<file path="src/rtl/shift_pipe.sv">
// rtl/shift_pipe.sv - two-stage pipelined 32-bit shifter with valid/ready handshake
// Optional feature: define SHIFT_ROT_EN to make op 11 a rotate-right; otherwise op 11 is SRL.

`timescale 1ns/1ps

// Thermometer decoder: y[k]=1 for every k below the shift amount.
module decode_dif (
  input  logic [4:0]  n_i,
  output logic [31:0] y_o
);
  genvar k;
  generate
    for (k = 0; k < 32; k++) begin : g_bit
      assign y_o[k] = (5'(k) < n_i);
    end
  endgenerate
endmodule

module shift_pipe #(
  parameter int TAG_W = 4
) (
  input  logic             clk_i,
  input  logic             rst_i,
  input  logic             valid_i,
  output logic             ready_o,
  input  logic [1:0]       op_i,
  input  logic [31:0]      a_i,
  input  logic [4:0]       shamt_i,
  input  logic [TAG_W-1:0] tag_i,
  input  logic             flush_i,
  output logic             valid_o,
  input  logic             ready_i,
  output logic [31:0]      result_o,
  output logic [TAG_W-1:0] tag_o
);

  localparam logic [1:0] OP_SLL = 2'b00;
  localparam logic [1:0] OP_SRL = 2'b01;
  localparam logic [1:0] OP_SRA = 2'b10;

  // stage 1 state
  logic             r_s1_valid;
  logic [1:0]       r_s1_op;
  logic [31:0]      r_s1_a;
  logic [4:0]       r_s1_shamt;
  logic [TAG_W-1:0] r_s1_tag;
  logic [31:0]      r_s1_mask;

  // stage 2 state
  logic             r_s2_valid;
  logic [31:0]      r_result;
  logic [TAG_W-1:0] r_tag;

  logic        w_s1_adv;
  logic        w_s2_adv;
  logic [31:0] w_mask;
  logic [31:0] w_fill;
  logic [31:0] w_shifted;

  // The mask is produced from the raw input so stage 2 only needs a bit reversal.
  decode_dif u_decode (
    .n_i (shamt_i),
    .y_o (w_mask)
  );

  // Handshake: a stage may load when it is empty or its contents move on this edge.
  always_comb begin
    w_s2_adv = ~r_s2_valid | ready_i;
    w_s1_adv = ~r_s1_valid | w_s2_adv;
  end

  assign ready_o  = w_s1_adv;
  assign valid_o  = r_s2_valid;
  assign result_o = r_result;
  assign tag_o    = r_tag;

  // Sign fill for SRA: reversing the low-n mask gives the top n bits set.
  always_comb begin
    w_fill = '0;
    for (int k = 0; k < 32; k++) begin
      w_fill[k] = r_s1_mask[31-k];
    end
  end

  // Stage 2 shift datapath.
  always_comb begin
    w_shifted = '0;
    case (r_s1_op)
      OP_SLL:  w_shifted = r_s1_a << r_s1_shamt;
      OP_SRL:  w_shifted = r_s1_a >> r_s1_shamt;
      OP_SRA:  w_shifted = (r_s1_a >> r_s1_shamt) | (r_s1_a[31] ? w_fill : 32'h0);
      default: begin
`ifdef SHIFT_ROT_EN
        if (r_s1_shamt == 5'd0) begin
          w_shifted = r_s1_a;
        end else begin
          w_shifted = (r_s1_a >> r_s1_shamt) | (r_s1_a << (6'd32 - {1'b0, r_s1_shamt}));
        end
`else
        w_shifted = r_s1_a >> r_s1_shamt;
`endif
      end
    endcase
  end

  // Stage 1 capture; flush kills the slot and drops any op offered alongside it.
  always_ff @(posedge clk_i or posedge rst_i) begin
    if (rst_i) begin
      r_s1_valid <= 1'b0;
      r_s1_op    <= '0;
      r_s1_a     <= '0;
      r_s1_shamt <= '0;
      r_s1_tag   <= '0;
      r_s1_mask  <= '0;
    end else if (flush_i) begin
      r_s1_valid <= 1'b0;
    end else if (w_s1_adv) begin
      r_s1_valid <= valid_i;
      if (valid_i) begin
        r_s1_op    <= op_i;
        r_s1_a     <= a_i;
        r_s1_shamt <= shamt_i;
        r_s1_tag   <= tag_i;
        r_s1_mask  <= w_mask;
      end
    end
  end

  // Stage 2 result register; data only changes when a real op arrives so outputs hold.
  always_ff @(posedge clk_i or posedge rst_i) begin
    if (rst_i) begin
      r_s2_valid <= 1'b0;
      r_result   <= '0;
      r_tag      <= '0;
    end else if (flush_i) begin
      r_s2_valid <= 1'b0;
    end else if (w_s2_adv) begin
      r_s2_valid <= r_s1_valid;
      if (r_s1_valid) begin
        r_result <= w_shifted;
        r_tag    <= r_s1_tag;
      end
    end
  end

endmodule

</file>
<file path="config.mk">
export PLATFORM = sky130hd
export DESIGN_NAME = shift_pipe
export DESIGN_NICKNAME = d
export VERILOG_FILES = /design/src/rtl/shift_pipe.sv
export SDC_FILE = /design/constraint.sdc
export NUM_CORES = 1
export LEC_CHECK = 0
export ABC_AREA = 1
export BUFFER_PORTS_ARGS = -buffer_cell sky130_fd_sc_hd__buf_2
export CORE_ASPECT_RATIO = 2
export CORE_MARGIN = 1
export CORE_UTILIZATION = 30
export DETAILED_ROUTE_END_ITERATION = 8
export SYNTH_ARGS = -nofsm -noshare
export SYNTH_HDL_FRONTEND = slang
export SYNTH_SLANG_ARGS = --single-unit
export TNS_END_PERCENT = 5
</file>
<file path="constraint.sdc">
create_clock -name clk_i -period 7.04 [get_ports clk_i]
set_input_delay 1.056 -clock clk_i [delete_from_list [all_inputs] [get_ports clk_i]]
set_output_delay 1.056 -clock clk_i [all_outputs]
set_load 0.03 [all_outputs]
</file>
==> results of run 1 <==
state kept, by name, indices dropped and copies added (netlist names):
signal / flops
r_s1_tag: 4
valid_o: 1
r_s1_mask: 31
r_s1_a: 32
tag_o: 4
result_o: 32
r_s1_shamt: 4
r_s1_valid: 1
r_s1_op: 2
metrics by stage:
stage | cell area (sq um) | utilization | hold WS (ns)
floorplan | 7920 | - | 0.442
global placement | 8430 | 0.327 | 0.457
detailed placement | 8430 | 0.327 | 0.463
CTS | 8730 | 0.339 | 0.484
global route | 8730 | 0.339 | 0.506
finish | 8730 | 0.339 | 0.480
cell usage after synthesis, types with 2 or more instances:
master	n	area, sq um
sky130_fd_sc_hd__a21oi_1	29	145
sky130_fd_sc_hd__a31oi_1	18	113
sky130_fd_sc_hd__and2_1	5	31.3
sky130_fd_sc_hd__and2_4	2	17.5
sky130_fd_sc_hd__buf_1	15	56.3
sky130_fd_sc_hd__buf_2	34	170
sky130_fd_sc_hd__buf_4	7	52.6
sky130_fd_sc_hd__buf_6	6	67.6
sky130_fd_sc_hd__clkbuf_1	19	71.3
sky130_fd_sc_hd__dfrtp_1	111	2780
sky130_fd_sc_hd__inv_1	50	188
sky130_fd_sc_hd__inv_2	4	15.0
sky130_fd_sc_hd__nand2_1	347	1300
sky130_fd_sc_hd__nand2_2	19	119
sky130_fd_sc_hd__nand2_4	5	56.3
sky130_fd_sc_hd__nand3_1	333	1670
sky130_fd_sc_hd__nand3_2	10	100
sky130_fd_sc_hd__nand4_1	6	37.5
sky130_fd_sc_hd__nor2_1	90	338
sky130_fd_sc_hd__nor2_2	2	12.5
sky130_fd_sc_hd__nor3_1	3	15.0
sky130_fd_sc_hd__o211ai_1	24	180
sky130_fd_sc_hd__o21ai_0	32	160
sky130_fd_sc_hd__o21ai_1	11	55.1
sky130_fd_sc_hd__o21ai_2	2	17.5
sky130_fd_sc_hd__o221ai_1	2	17.5
sky130_fd_sc_hd__o22ai_1	6	37.5
cell type report:
cell class | count | share of cell area
tap | 340 | 0.0487
timing repair buffer | 99 | 0.0608
inverter | 55 | 0.0248
clock inverter | 5 | 0.00817
multi-input combinational | 953 | 0.513
sequential | 111 | 0.318
clock buffer | 10 | 0.0262
critical path, stage by stage, from the launching register on:
cell	delay, ns
sky130_fd_sc_hd__dfrtp_2	0.34
sky130_fd_sc_hd__buf_4	0.61
sky130_fd_sc_hd__inv_2	0.04
sky130_fd_sc_hd__buf_4	0.35
sky130_fd_sc_hd__nand3_1	0.22
sky130_fd_sc_hd__nand3_1	0.14
sky130_fd_sc_hd__nand2_1	0.16
sky130_fd_sc_hd__nand3_1	0.07
sky130_fd_sc_hd__a21oi_1	0.71
sky130_fd_sc_hd__nor2_1	0.14
sky130_fd_sc_hd__nor2_1	0.12
kinds of logic (layout without fill, tap and decap cells):
family                 count (synthesis)  in the layout  share of synthesized area
and+or+nand+nor                      825            825                      0.470
buffers and inverters                138            169                     0.0842
DFF                                  111            111                      0.351
AOI/OAI and AO/OA                    128            128                     0.0955
routing by layer:
layer | GRT usage | part of all wire | up-vias
li1 | - | - | 4095
met2 | 0.485 | 0.54 | 314
met1 | 0.266 | 0.33 | 4109
met4 | 0.224 | 0.092 | 0
met5 | 0 | 0 | -
met3 | 0.0300 | 0.038 | 112
worst max path at each step:
stage / startpoint / end / slack, ns / depth (start not counted)
6_report: r_s1_shamt[1] / result_o[24] / 4.05 / 10
5_1_grt: r_s1_shamt[1] / result_o[24] / 3.92 / 10
4_1_cts: r_s1_shamt[1] / result_o[23] / 4.19 / 12
3_5_place_dp: flush_i / r_s1_mask[30] / 4.05 / 6
3_3_place_gp: flush_i / r_s1_mask[30] / 4.04 / 6
2_1_floorplan: rst_i / r_s1_a[0] / 3.05 / 1
power by group through the flow:
| stage | clock network [mW] | registers, mW | logic [mW] |
|---|---|---|---|
| 5_1_grt | 0.579 | 0.871 | 1.26 |
| 3_5_place_dp | 0 | 0.872 | 1.14 |
| 2_1_floorplan | 0 | 0.946 | 0.689 |
| 3_3_place_gp | 0 | 0.871 | 1.13 |
| 4_1_cts | 0.558 | 0.861 | 1.14 |
| 6_report | 0.548 | 0.863 | 1.16 |
==> results_dict.tcl, run 1 <==
set metrics [dict create \
    outcome "finished clean" \
    coreArea_sq_mm 0.0258 \
    synth.yosys.warnings 0 \
    pre_cts_worst_setup_slack_ns 4.05 \
    die-width_um 117 \
    total_power_mw 2.57 \
    post_cts_buffers 0 \
    max_slew_vio_count 0 \
    first_pass_grt_wire_length_mm 51.5 \
    n_antenna_cell 0 \
    critical_path_class "reg2reg" \
    final_layout_size_suffix_gt1_frac 0.133 \
    synth_enable_flop_cells 0 \
    critical_path_peak_fanout 76 \
    clockRootBuffer "sky130_fd_sc_hd__clkbuf_16" \
    cts.hold.buffers_added 0 \
    critPathLaunchType "flop" \
    final_critical_path_setup_slack_ns 4.05 \
    combinational_group_share_of_total_power 0.451 \
    finalCriticalPeriod_ns 2.99 \
    globalRouteOverflowTotal 0 \
    seqPwrFrac 0.336 \
    firstDrtPassIters 7 \
    wl_per_cell_um 22.0 \
    timing.final.crit_share 0.424 \
    clk_latency_ns 0.39 \
    required_ns 7.36 \
    max_slew_margin 0.322 \
    ant_nets 0 \
    initial_utilization 0.308 \
    grt_pass1_vias 8443 \
    synth.lib_cells_used.distinct 37 \
    netlist_area_sq_mm 0.00792 \
    critical_path_arrival_ns 3.31 \
    buffer_ports.inserted 85 \
    netlist_instances 1202 \
    areaGrowthSynthToFinish_pct 10.2 \
    cts_made_buffers 9 \
    critPathCaptureType "flop" \
    finish.net_count 1277 \
    stdcell_count 1573 \
    clkSlewWorstSetupHoldPaths_ns 0.08 \
    vias 8630 \
    synth_top_flop_cell "sky130_fd_sc_hd__dfrtp_1" \
    syn-num-nets 1250 \
    synth_async_sr_flop_share 1.00 \
    clockBufferDepth 2 \
    drt-vias-per-instance 5.49 \
    share_of_power_burned_in_the_clock_network 0.213 \
    numPlacedInstances 1558 \
    power.density_cell_area_mw_per_mm2 294 \
    vdd_drop_max_v 0.000103 \
    fp.dieH_um 232 \
    io_pins 86 \
    clock_tree.htree_level_count 3 \
    finClkSkew_ns 0.0119 \
    grt_antenna_before_repair 0 \
    hold_viol_final 0 \
    routed_wl_mm 34.7 \
    floorplan.die_area_sq_mm 0.0271 \
    swShare 0.476 \
    p_sw_mw 1.22 \
    mostFrequentLayoutCells "sky130_fd_sc_hd__nand2_1 (346), sky130_fd_sc_hd__nand3_1 (333), sky130_fd_sc_hd__dfrtp_1 (110)" \
    remaining_routing_drc_violations 0 \
    timing.setup.tns_ns 0 \
    worst-slew-pin-transition_ns 1.02 \
    cts_num_sinks 111 \
    post_cts.resized_instances 0 \
    reg2reg_slack_ns 4.05 \
    hpwl_mm 25.9 \
    postSynthAreaPerCell_sq_um 6.59 \
    worstHoldStart "r_s1_tag[0]" \
    timing.rr.start "r_s1_shamt[1]" \
    ff2ff_path_depth 10 \
    hp-class "reg2reg" \
    max-cap-violations 0 \
    r2r_end "result_o[24]" \
    floorplan.rows 83 \
    tritoncts_clock_tree "built" \
    finalWeightedCongestion 1.01 \
    p_int_mw 1.35 \
    grt_setup_unrepaired "false" \
    multi_input_comb_area_sq_mm 0.00448 \
    max_freq_mhz 335 \
    layout.area.seq_sq_mm 0.00278 \
    postSynthRegisterBits 111 \
    layout_commonest_cell "sky130_fd_sc_hd__nand2_1" \
    layout.filler_cells 2978 \
    drt_iter0_drc 665 \
    grt_start_max_net_pins 77 \
    leakagePower_nw 4.28 \
    hold_depth 2 \
    final-setup-viol-count 0 \
    min_delay_endpoint "tag_o[0]" \
    ys_seq_area_frac 0.351 \
    gr-usage-all-layers 0.268 \
]
Note: power is estimated with default switching activity, not from simulation.
==> inputs of run 2 (changes only) <==
==> constraint.sdc (replaced) <==
create_clock -name clk_i -period 2.9 [get_ports clk_i]
set_input_delay 0.435 -clock clk_i [delete_from_list [all_inputs] [get_ports clk_i]]
set_output_delay 0.435 -clock clk_i [all_outputs]
set_load 0.03 [all_outputs]
==> results_dict.tcl, run 2 (synthesized netlist as in run 1, its figures left out) <==
set metrics [dict create \
    grt_start_max_net_pins 87 \
    n_antenna_cell 0 \
    layout_commonest_cell "sky130_fd_sc_hd__nand2_1" \
    worst-slew-pin-transition_ns 0.916 \
    vdd_drop_max_v 0.000335 \
    ant_nets 0 \
    final-setup-viol-count 0 \
    ff2ff_path_depth 8 \
    timing.final.crit_share 0.836 \
    first_pass_grt_wire_length_mm 53.1 \
    routed_wl_mm 35.9 \
    tritoncts_clock_tree "built" \
    floorplan.rows 83 \
    finish.net_count 1289 \
    finalWeightedCongestion 1.01 \
    gr-usage-all-layers 0.279 \
    cts_made_buffers 9 \
    post_cts_buffers 0 \
    critPathCaptureType "flop" \
    floorplan.die_area_sq_mm 0.0271 \
    clk_latency_ns 0.39 \
    drt-vias-per-instance 5.52 \
    grt_pass1_vias 8710 \
    coreArea_sq_mm 0.0258 \
    critical_path_arrival_ns 2.74 \
    buffer_ports.inserted 85 \
    reg2reg_slack_ns 0.47 \
    fp.dieH_um 232 \
    clockBufferDepth 2 \
    clockRootBuffer "sky130_fd_sc_hd__clkbuf_16" \
    critPathLaunchType "flop" \
    initial_utilization 0.308 \
    hp-class "in2async" \
    cts.hold.buffers_added 0 \
    total_power_mw 6.34 \
    outcome "finished clean" \
    timing.setup.tns_ns 0 \
    required_ns 3.21 \
    critical_path_class "reg2reg" \
    max-cap-violations 0 \
    critical_path_peak_fanout 21 \
    finClkSkew_ns 0.00894 \
    wl_per_cell_um 22.7 \
    finalCriticalPeriod_ns 2.43 \
    die-width_um 117 \
    r2r_end "result_o[16]" \
    clkSlewWorstSetupHoldPaths_ns 0.08 \
    finalCoreUtilization 0.345 \
    hold_viol_final 0 \
    drt_iter0_drc 717 \
    post_cts.resized_instances 0 \
    globalRouteOverflowTotal 0 \
    io_pins 86 \
    hpwl_mm 27.6 \
    vias 8759 \
    leakagePower_nw 4.36 \
    firstDrtPassIters 7 \
    clock_tree.htree_level_count 3 \
    max_slew_vio_count 0 \
    cts_num_sinks 111 \
    final_layout_size_suffix_gt1_frac 0.143 \
    grt_antenna_before_repair 0 \
    grt_setup_unrepaired "false" \
    remaining_routing_drc_violations 0 \
    max_freq_mhz 412 \
    mostFrequentLayoutCells "sky130_fd_sc_hd__nand2_1 (346), sky130_fd_sc_hd__nand3_1 (333), sky130_fd_sc_hd__dfrtp_1 (110)" \
    max_slew_margin 0.383 \
    areaGrowthSynthToFinish_pct 12.2 \
    timing.rr.start "r_s1_op[1]" \
    power.density_cell_area_mw_per_mm2 713 \
]
[run 2: cell types whose count changed in the layout (fill, tap and decap cells not counted), sizes merged]
cell	previous run	this run
buf	99	111
clkinvlp	1	3
bufinv	1	0
clkbuf	10	9
inv	55	56
[run 2: how the worst max path moves through the flow]
| stage | from | endpoint | slack, ns |
|---|---|---|---|
| 2_1_floorplan | rst_i | r_s1_a[0] | 1.12 |
| 3_3_place_gp | r_s1_op[1] | result_o[16] | 0.51 |
| 3_5_place_dp | r_s1_op[1] | result_o[16] | 0.54 |
| 4_1_cts | r_s1_op[1] | result_o[16] | 0.53 |
| 5_1_grt | r_s1_op[1] | result_o[16] | 0.36 |
| 6_report | r_s1_op[1] | result_o[16] | 0.47 |
[run 2: worst max-delay path: stages, from the launching register on]
cell                      delay (ns)
sky130_fd_sc_hd__dfrtp_1        0.54
sky130_fd_sc_hd__nor2_4         0.32
sky130_fd_sc_hd__inv_2          0.23
sky130_fd_sc_hd__nor2_2         0.42
sky130_fd_sc_hd__buf_4          0.34
sky130_fd_sc_hd__nand3_1        0.12
sky130_fd_sc_hd__nand2_1        0.18
sky130_fd_sc_hd__nor2_1         0.07
sky130_fd_sc_hd__a21oi_1        0.11
[run 2: power by group]
part           internal [mW]  leakage [nW]  switching (mW)  total, mW
clock                  0.610         0.140           0.712       1.32
combinational          0.808          2.87            2.10       2.90
sequential              1.82          1.35           0.289       2.11
total                   3.24          4.36            3.10       6.34
[run 2: area by class of cell]
type,count,area [sq um]
fill,2994,16900
tap,340,425
inverter,55,218
clock buffer,9,225
sequential,111,2780
multi-input combinational,953,4480
clock inverter,7,76.3
timing repair buffer,111,683
[run 2: per-layer routing]
layer | vias to the layer above | GRT usage | wire, um
met5 | - | 0 | 0
met4 | 0 | 0.273 | 4120
met3 | 136 | 0.0389 | 1520
met2 | 346 | 0.487 | 18400
met1 | 4145 | 0.270 | 11900
li1 | 4132 | - | -
[run 2: metrics by stage]
stage,worst slack [ns],hold WS (ns),instance area [sq um],cells
after floorplan,1.12,0.442,7930,1202
after global placement,0.507,0.452,8590,1570
after detailed placement,0.544,0.451,8590,1570
after CTS,0.528,0.178,8890,1586
after global routing,0.360,0.201,8890,1586
final,0.474,0.147,8890,1586
